### src/rtl/maxnet_pkg.sv
// Shared definitions for the parametrised Maxnet winner-take-all engine.
// Holds the controller state type, width helpers used to size the datapath,
// and the inhibition-weight legality check applied when the top elaborates.
package maxnet_pkg;

   typedef enum logic [1:0] {StIdle, StLoad, StIter, StDone} state_e;

   // Activation width: input value with FRAC fractional bits appended.
   function automatic int unsigned calc_aw(input int unsigned w, input int unsigned frac);
      return w + frac;
   endfunction

   // Channel index width (at least one bit).
   function automatic int unsigned calc_idxw(input int unsigned n);
      return (n < 2) ? 1 : $clog2(n);
   endfunction

   // Sum width: wide enough for the total of all N activations.
   function automatic int unsigned calc_sw(input int unsigned n, input int unsigned w,
                                           input int unsigned frac);
      return calc_aw(w, frac) + calc_idxw(n);
   endfunction

   // Width of a count that ranges 0..n.
   function automatic int unsigned calc_cntw(input int unsigned n);
      return $clog2(n + 1);
   endfunction

   // Iteration counter width, able to hold MAX_ITER itself.
   function automatic int unsigned calc_iterw(input int unsigned max_iter);
      return (max_iter < 1) ? 1 : $clog2(max_iter + 1);
   endfunction

   // The summed inhibition of N-1 rivals must stay below a channel's own
   // activation when all are equal, otherwise every channel dies at once.
   function automatic bit eps_ok(input int unsigned n, input int unsigned eps_shift);
      return (64'(1) << eps_shift) > 64'(n - 1);
   endfunction

endpackage

### src/rtl/maxnet_argmax.sv
// Combinational N-way maximum with lowest-index tiebreak.
// Ports:
//   val_i  packed values, value i = val_i[i*VW +: VW]
//   idx_o  index of the largest nonzero value (0 when all are zero)
//   nz_o   number of nonzero values
module maxnet_argmax
   import maxnet_pkg::*;
#(
   parameter int unsigned N  = 4,
   parameter int unsigned VW = 9
) (
   input  logic [N*VW-1:0]         val_i,
   output logic [calc_idxw(N)-1:0] idx_o,
   output logic [calc_cntw(N)-1:0] nz_o
);

   localparam int unsigned IdxW = calc_idxw(N);
   localparam int unsigned CntW = calc_cntw(N);

   logic [VW-1:0] best_val;

   // Strict '>' keeps the earliest index on equal values, and a zero
   // starting best means zero-valued channels never win.
   always_comb begin
      best_val = '0;
      idx_o    = '0;
      nz_o     = '0;
      for (int unsigned i = 0; i < N; i++) begin
         if (val_i[i*VW +: VW] != '0) begin
            nz_o = nz_o + CntW'(1);
         end
         if (val_i[i*VW +: VW] > best_val) begin
            best_val = val_i[i*VW +: VW];
            idx_o    = IdxW'(i);
         end
      end
   end

endmodule

### src/rtl/maxnet_param.sv
// Parametrised Maxnet winner-take-all engine.
// Latches N unsigned W-bit channels on a rising start, then runs one parallel
// lateral-inhibition step per clock until at most one channel survives, the
// activations stop changing, or MAX_ITER steps have been applied.
// Ports:
//   clk_i, rst_i    clock, synchronous active-high reset
//   start_i         run request, rising-edge qualified, honoured only when idle
//   x_in_i          packed inputs, channel i = x_in_i[i*W +: W]
//   busy_o          high from LOAD through DONE
//   done_o          one-cycle pulse while fresh results are presented
//   result_o        original input value of the winner
//   winner_idx_o    winner channel index
//   valid_o         at least one survivor
//   tie_o           stopped by stall with two or more survivors
//   timeout_o       stopped by the iteration limit with two or more survivors
module maxnet_param
   import maxnet_pkg::*;
#(
   parameter int unsigned N         = 4,
   parameter int unsigned W         = 5,
   parameter int unsigned FRAC      = 4,
   parameter int unsigned EPS_SHIFT = 3,
   parameter int unsigned MAX_ITER  = 63
) (
   input  logic                    clk_i,
   input  logic                    rst_i,
   input  logic                    start_i,
   input  logic [N*W-1:0]          x_in_i,
   output logic                    busy_o,
   output logic                    done_o,
   output logic [W-1:0]            result_o,
   output logic [calc_idxw(N)-1:0] winner_idx_o,
   output logic                    valid_o,
   output logic                    tie_o,
   output logic                    timeout_o
);

   localparam int unsigned AW    = calc_aw(W, FRAC);
   localparam int unsigned SW    = calc_sw(N, W, FRAC);
   localparam int unsigned IdxW  = calc_idxw(N);
   localparam int unsigned CntW  = calc_cntw(N);
   localparam int unsigned IterW = calc_iterw(MAX_ITER);
   localparam logic [IterW-1:0] MaxIterV = IterW'(MAX_ITER);

   if (N < 2) begin : g_n_bad
      $error("maxnet_param: N must be at least 2");
   end
   if (!eps_ok(N, EPS_SHIFT)) begin : g_eps_bad
      $error("maxnet_param: 2**EPS_SHIFT must exceed N-1");
   end

   state_e              state_q, state_d;
   logic                start_prev_q;
   logic [N*W-1:0]      xq_q;
   logic [N*AW-1:0]     act_q, act_upd;
   logic [IterW-1:0]    iter_q;
   logic                stall_q;
   logic [W-1:0]        result_q;
   logic [IdxW-1:0]     idx_q;
   logic                valid_q, tie_q, timeout_q;

   logic [SW-1:0]       sum, a_ext, inh;
   logic                any_change;
   logic [IdxW-1:0]     win_idx;
   logic [CntW-1:0]     nz;
   logic                start_rise, finish;

   maxnet_argmax #(
      .N  (N),
      .VW (AW)
   ) u_argmax (
      .val_i (act_q),
      .idx_o (win_idx),
      .nz_o  (nz)
   );

   assign start_rise = start_i & ~start_prev_q;
   assign finish     = (nz <= CntW'(1)) || stall_q || (iter_q == MaxIterV);

   // One inhibition step for all channels in parallel.
   always_comb begin
      sum        = '0;
      a_ext      = '0;
      inh        = '0;
      act_upd    = '0;
      any_change = 1'b0;
      for (int unsigned i = 0; i < N; i++) begin
         sum = sum + SW'(act_q[i*AW +: AW]);
      end
      for (int unsigned i = 0; i < N; i++) begin
         a_ext = SW'(act_q[i*AW +: AW]);
         inh   = (sum - a_ext) >> EPS_SHIFT;
         if (inh >= a_ext) begin
            act_upd[i*AW +: AW] = '0;
         end else begin
            // inh < a_ext here, so its low AW bits carry the whole value.
            act_upd[i*AW +: AW] = act_q[i*AW +: AW] - inh[AW-1:0];
         end
         if (act_upd[i*AW +: AW] != act_q[i*AW +: AW]) begin
            any_change = 1'b1;
         end
      end
   end

   always_ff @(posedge clk_i) begin
      if (rst_i) begin
         state_q <= StIdle;
      end else begin
         state_q <= state_d;
      end
   end

   always_comb begin
      state_d = state_q;
      unique case (state_q)
         StIdle:  if (start_rise) state_d = StLoad;
         StLoad:  state_d = StIter;
         StIter:  if (finish) state_d = StDone;
         StDone:  state_d = StIdle;
         default: state_d = StIdle;
      endcase
   end

   always_comb begin
      busy_o = (state_q != StIdle);
      done_o = (state_q == StDone);
   end

   always_ff @(posedge clk_i) begin
      if (rst_i) begin
         start_prev_q <= 1'b0;
         xq_q         <= '0;
         act_q        <= '0;
         iter_q       <= '0;
         stall_q      <= 1'b0;
         result_q     <= '0;
         idx_q        <= '0;
         valid_q      <= 1'b0;
         tie_q        <= 1'b0;
         timeout_q    <= 1'b0;
      end else begin
         start_prev_q <= start_i;
         case (state_q)
            StLoad: begin
               xq_q <= x_in_i;
               for (int unsigned i = 0; i < N; i++) begin
                  act_q[i*AW +: AW] <= AW'(x_in_i[i*W +: W]) << FRAC;
               end
               iter_q  <= '0;
               stall_q <= 1'b0;
            end
            StIter: begin
               if (finish) begin
                  // Results land here so they are already valid during DONE.
                  result_q  <= (nz != '0) ? xq_q[win_idx*W +: W] : '0;
                  idx_q     <= (nz != '0) ? win_idx : '0;
                  valid_q   <= (nz != '0);
                  tie_q     <= (nz >= CntW'(2)) && stall_q;
                  timeout_q <= (nz >= CntW'(2)) && !stall_q && (iter_q == MaxIterV);
               end else begin
                  act_q   <= act_upd;
                  iter_q  <= iter_q + IterW'(1);
                  stall_q <= !any_change;
               end
            end
            default: ;
         endcase
      end
   end

   assign result_o     = result_q;
   assign winner_idx_o = idx_q;
   assign valid_o      = valid_q;
   assign tie_o        = tie_q;
   assign timeout_o    = timeout_q;

endmodule

### config.mk
export PLATFORM = sky130hd
export DESIGN_NAME = maxnet_param
export DESIGN_NICKNAME = d
export VERILOG_FILES = /design/src/rtl/maxnet_pkg.sv /design/src/rtl/maxnet_argmax.sv /design/src/rtl/maxnet_param.sv
export SDC_FILE = /design/constraint.sdc
export NUM_CORES = 1
export LEC_CHECK = 0
export CORE_MARGIN = 8
export CORE_UTILIZATION = 50
export CTS_CLUSTER_SIZE = 8
export DETAILED_ROUTE_END_ITERATION = 16
export PLACE_DENSITY = 0.79
export SYNTH_ARGS = -nofsm -noshare
export SYNTH_HDL_FRONTEND = slang
export SYNTH_SLANG_ARGS = --single-unit
export TNS_END_PERCENT = 30
### constraint.sdc
create_clock -name clk_i -period 12.7 [get_ports clk_i]
set_input_delay 2.54 -clock clk_i [delete_from_list [all_inputs] [get_ports clk_i]]
set_output_delay 2.54 -clock clk_i [all_outputs]
set_load 0.05 [all_outputs]
==> results of run 1 <==
[worst max-delay path, stage by stage, from the launching register on]
cell and delay (ns):
dfxtp_1 0.47, inv_1 0.17, fa_1 0.52, fa_1 0.51, inv_1 0.04, ha_1 0.21, fa_1 0.41, xor2_1 0.38
ha_1 0.33, a21boi_0 0.15, o21a_1 0.20, o21ai_0 0.21, a21boi_0 0.16, o21ai_0 0.23, nand2b_1 0.17, a211oi_1 0.35
xnor2_1 0.11, ha_1 0.39, and4b_1 0.24, a21boi_2 0.25, o21ai_0 0.28, nor4_1 0.75, xnor2_1 0.13, nor4_1 0.41
nand4_1 0.14, o31ai_1 0.21
[synthesized netlist by cell type, types with 5 or more instances]
library cell | count | share of area
and3_1 | 7 | 0.0052
ha_1 | 110 | 0.16
nor2b_1 | 22 | 0.016
xnor2_1 | 42 | 0.044
a21oi_1 | 78 | 0.046
nand3_1 | 28 | 0.017
a21boi_0 | 6 | 0.0053
nand2_1 | 62 | 0.028
buf_2 | 6 | 0.0036
dfxtp_1 | 76 | 0.18
clkbuf_1 | 25 | 0.011
nor3_1 | 43 | 0.026
or2_2 | 10 | 0.0074
mux2i_1 | 37 | 0.044
or4_1 | 5 | 0.0045
nor4b_1 | 5 | 0.0052
nor2_1 | 126 | 0.056
fa_1 | 22 | 0.052
o31ai_1 | 9 | 0.0080
a21o_1 | 9 | 0.0080
o21a_1 | 14 | 0.012
nand4_1 | 14 | 0.010
nand2b_1 | 14 | 0.010
o22ai_1 | 7 | 0.0052
a31oi_1 | 14 | 0.010
buf_1 | 5 | 0.0022
mux2_2 | 8 | 0.011
xor2_1 | 21 | 0.022
a211oi_1 | 30 | 0.027
nor4_1 | 6 | 0.0045
o21ai_0 | 46 | 0.027
o211ai_1 | 6 | 0.0053
inv_1 | 87 | 0.039
[state kept, by name, indices dropped and copies added (netlist names)]
register	cells
result_o	5
start_prev_q	1
winner_idx_o	2
valid_o	1
act_q	36
xq_q	20
stall_q	1
iter_q	6
state_q	2
tie_o	1
timeout_o	1
[metal layers]
layer | part of all wire | global-route usage | vias up
li1 | - | - | 3937
met1 | 0.43 | 0.330 | 3845
met2 | 0.43 | 0.380 | 431
met3 | 0.099 | 0.0485 | 63
met4 | 0.037 | 0.103 | 0
met5 | 0 | 0 | -
[worst min-delay path by stage]
stage,end,from,slack [ns]
finish,result_o[2],result_o[2],0.47
global route,result_o[3],result_o[3],0.50
CTS,result_o[3],result_o[3],0.47
detailed placement,result_o[3],result_o[3],0.44
global placement,winner_idx_o[0],winner_idx_o[0],0.45
floorplan,xq_q[0],xq_q[0],0.45
[cell families (layout without fill, tap and decap cells)]
| family | Yosys count | in the layout |
|---|---|---|
| xor gates and xnor gates | 66 | 66 |
| muxes | 45 | 45 |
| buffers and inverters | 125 | 147 |
| adders and majority gates | 132 | 132 |
| and+or+nand+nor | 365 | 365 |
| AOI/OAI and AO/OA | 268 | 268 |
| DFF | 76 | 76 |
[layout by cell type, fill, tap and decap left out, types with 7 or more instances in the layout]
cell type | synthesis | final
nor3_1 | 43 | 43
clkdlybuf4s50_1 | 0 | 33
o31ai_1 | 9 | 9
fa_1 | 22 | 22
o21a_1 | 14 | 14
a21oi_1 | 78 | 78
mux2i_1 | 37 | 37
nand4_1 | 14 | 14
clkbuf_16 | 0 | 9
a31oi_1 | 14 | 14
nand2b_1 | 14 | 14
o21ai_0 | 46 | 46
xor2_1 | 21 | 21
a21o_1 | 9 | 9
nor2_1 | 126 | 126
nand2_1 | 62 | 62
and3_1 | 7 | 7
mux2_2 | 8 | 8
ha_1 | 110 | 110
nor2b_1 | 22 | 22
dfxtp_1 | 76 | 76
buf_4 | 1 | 9
nand3_1 | 28 | 28
xnor2_1 | 42 | 42
o22ai_1 | 7 | 7
or2_2 | 10 | 10
a211oi_1 | 30 | 30
inv_1 | 87 | 87
[final cells by class]
class	instances	area, um^2
inverter	88	330
multi-input combinational	876	6420
sequential	76	1520
tap	220	275
clock inverter	6	70.1
timing repair buffer	43	403
fill	1503	7270
clock buffer	10	229
[stage by stage]
step | hold WS [ns] | setup WS, ns | area (um^2)
after floorplan | 0.454 | 6.37 | 8420
after global placement | 0.449 | 5.45 | 8950
after detailed placement | 0.444 | 5.37 | 8950
after CTS | 0.467 | 5.34 | 9250
after global routing | 0.500 | 4.60 | 9250
final | 0.471 | 5.18 | 9250
==> metrics, run 1 <==
Cells after Synth 1,077; Worst Setup EP stall_q; Area growth, synth to finish 9.82%; post-layout util 0.560; DIE AREA 0.0213 mm^2; post-synth cell types 73; overall routing resource usage 0.247; initial antenna violation count 0; final hold vios 0; Critical Path Start act_q[1]; CTS resizes 0; antenna viol nets, final 0; # DRC 0; non-filler instance count after layout 1,319; WHS Path Cells 2; Die W 146 um; DIE HEIGHT 146 um; Root Driver clkbuf_16; Critical R2R Launch act_q[1]; Inst Count DP 1,303; CP required 12.96 ns; Setup CP Type flop to flop; outcome finished, final reports clean; Synth Cell Area 0.00842 mm^2; YS warnings 0; clock-pin slew on the worst setup and hold paths 0.06 ns; Synth Area in Compound Gates 0.206; TritonCTS clock tree built; Hold Buf Count CTS 0; WL/cell 20.3 um; DP Wirelength 20,900 um; count of final setup violators 0; largest family of logic cells by synthesized area adder cells; MaxCap Viol Count 0; worst skew pair latency 0.35 ns; FFs w/ async S/R, synth 0; worst-path fanout max 7; GRT overflow 0; row cnt 47; worst r2r path cells 25; mux cell area share after synthesis 0.0547; fin crit period 7.52 ns; RSZ-0062 raised after global routing false; routed vias 8,276; Avg Inst Size Synth 7.82 um^2; Synthesized Nets 1,232; Slew @ Worst Pin 1.11 ns; n_diodes 0; vias per inst 6.27; Max Clock Freq 0.133 GHz; IO buf count 34; via count of the first global-routing pass 7,933; Min-Delay Path Class flop to flop; number of synthesized flops with an enable pin 0; Yosys reg bits 76; drt initial violations 990; Worst setup SP type flop; Worst slew margin 0.255; CTS H-tree depth 3; skew final 0.0116 ns; largest net degree at the start of global routing 72; CTS max path bufs 2; final net count 1,249; total CTS buffers 9; first-pass GRT wire length 42,500 um; postcts setup bufs 0; Synth Area in Adders 0.216; Simple-Gate Fraction of Synth Area 0.213; Crit. End Element flop; WP data arrival 7.78 ns; RD Place Congestion 1.01; clock sinks 76; Tcrit/Tclk final 0.593; Ports 35; XOR/XNOR Fraction of Synth Area 0.0735; R2R setup slack 5.18 ns; register area share after synthesis 0.181; core area 0.0165 mm^2; reg2reg end stall_q; Detailed Routing Iterations Pass 1 7; WL final 26,800 um; Initial Util 0.510; Fin Setup TNS 0 ns; Main synth FF type dfxtp_1; share of cells above drive strength 1 0.0446; Slew Viols, Final 0
Power of run 1 is not shown: default switching activity piles up to over one toggle a cycle in this logic, so the estimate is an artifact.
==> inputs of run 2 (changes only) <==
Settings changed: PLACE_DENSITY 0.79 to 0.81.
Clock period 12.7 ns to 6.03 ns, I/O delays scaled along.
==> run 2 against run 1 <==
Effect of this change:
- the flow now finishes with violations (setup timing)
- routed wire length is 15% higher
- global-route usage increased by 2.9 points
- sequential share of layout area is 2.9 points lower
- critical path depth rose by 5
- setup slack lost 5.3 ns
- non-clock buffer count up 204
- register-to-register slack worse by 5.3 ns
- clock-buffer cell count rose by 1
- utilization up 12 points
- cell count rose by 15%
==> metrics, run 2 (same netlist as run 1, synthesis figures left out) <==
outcome finished, violations left; failing checks setup timing; Initial Util 0.510; Tcrit/Tclk final 1.02; DIE HEIGHT 146 um; crit-path most repeated cell buf_4; via count of the first global-routing pass 8,953; total CTS buffers 9; routed wl met2 13,800 um; met3 wire length 2820 um; share of cells above drive strength 1 0.257; Max Clock Freq 0.162 GHz; WP data arrival 6.41 ns; CP max-delay cell fa_1; routed vias 9,267; row cnt 47; Largest Register act_q; Root Driver clkbuf_16; uppermost routed layer met4; filler cell count 1,270; CTS max path bufs 2; vias per inst 6.08; DIE AREA 0.0213 mm^2; core area 0.0165 mm^2; n_diodes 0; Ports 35; clock sinks 76; worst r2r path cells 30; Critical R2R Launch act_q[22]; initial antenna violation count 0; WL final 30,700 um; RSZ-0062 raised after global routing true; MaxCap Viol Count 0; final net count 1,453; IO buf count 34; Die W 146 um; Worst setup SP type flop; Hold Startpoint winner_idx_o[0]; Crit path largest cell delay 0.51 ns; antenna viol nets, final 0; WHS Path Cells 2; Slew Viols, Final 0; CP required 6.28 ns; count of final setup violators 2; Detailed Routing Iterations Pass 1 6; clock-pin slew on the worst setup and hold paths 0.07 ns; Area growth, synth to finish 33.7%; Critical Path Start act_q[22]; DP Wirelength 23,700 um; fin crit period 6.17 ns; M1 wire length 12,400 um; Largest regs act_q x36, xq_q x20, iter_q x6; final hold vios 0; skew final 0.00930 ns; first-pass GRT wire length 46,900 um; Final WS setup -0.137 ns; RD Place Congestion 1.03; largest net degree at the start of global routing 72; post-layout util 0.682; TritonCTS clock tree built; drt initial violations 886; Crit. End Element flop; WL/cell 20.2 um; overall routing resource usage 0.275; most frequent cells in the layout 210 x buf_4, 124 x nor2_1, 101 x ha_1; Worst slew margin 0.202; Setup CP Type flop to flop; # DRC 0; most common cell after layout, fill and taps aside buf_4; max reg flops 36; GRT overflow 0; worst skew pair latency 0.34 ns; worst-path fanout max 3; CTS H-tree depth 3; Slew @ Worst Pin 1.19 ns; Min-Delay Path Class flop to flop
[run 2: worst paths after layout]
path                           to  slack, ns
setup reg to reg          stall_q      -0.14
hold reg to reg   winner_idx_o[0]       0.45
hold / removal    winner_idx_o[0]       0.45
setup / recovery          stall_q      -0.14
[run 2: cell type report]
class	instances	area [um^2]	area share
Clock buffer	11	233	0.0207
Clock inverter	5	37.5	0.00333
Timing Repair Buffer	247	1950	0.173
Sequential cell	76	1530	0.135
Multi-Input combinational cell	876	6920	0.614
Tap cell	220	275	0.0244
Inverter	88	330	0.0293
[run 2: repair_timing]
item,CTS,global route
gates cloned,0,0
resized for setup,58,44
hold buffers,0,0
setup buffers,15,4
endpoints found under the setup margin,17,17
pin swaps,37,33
[run 2: critical path, delay by kind of cell, from the launching register on]
| kind | cells | cell delay, ns |
|---|---|---|
| adder cells (fa/ha/maj) | 5 | 1.90 |
| AO/OA/AOI/OAI | 9 | 1.35 |
| buffers and inverters | 9 | 1.25 |
| AND/OR/NAND/NOR | 6 | 1.05 |
| flip-flops | 1 | 0.31 |
| XOR/XNOR | 1 | 0.21 |
[run 2: per-stage QoR]
step	area (um^2)	hold slack, ns	TNS, ns	setup slack (ns)	cells
floorplan	8460	0.454	0	0.0101	1077
CTS	11000	0.453	-0.0586	-0.0586	1519
global route	11300	0.471	-0.893	-0.364	1523
global placement	10400	0.438	-1.36	-0.450	1488
finish	11300	0.451	-0.186	-0.137	1523
detailed placement	10400	0.444	-2.16	-0.491	1488
[run 2: routing by layer]
layer / vias to the layer above / track usage
met2: 523 / 0.441
met4: 0 / 0.159
met1: 4318 / 0.337
met3: 104 / 0.0566
met5: - / 0
li1: 4322 / -
Power of run 2 is left out for the same reason.
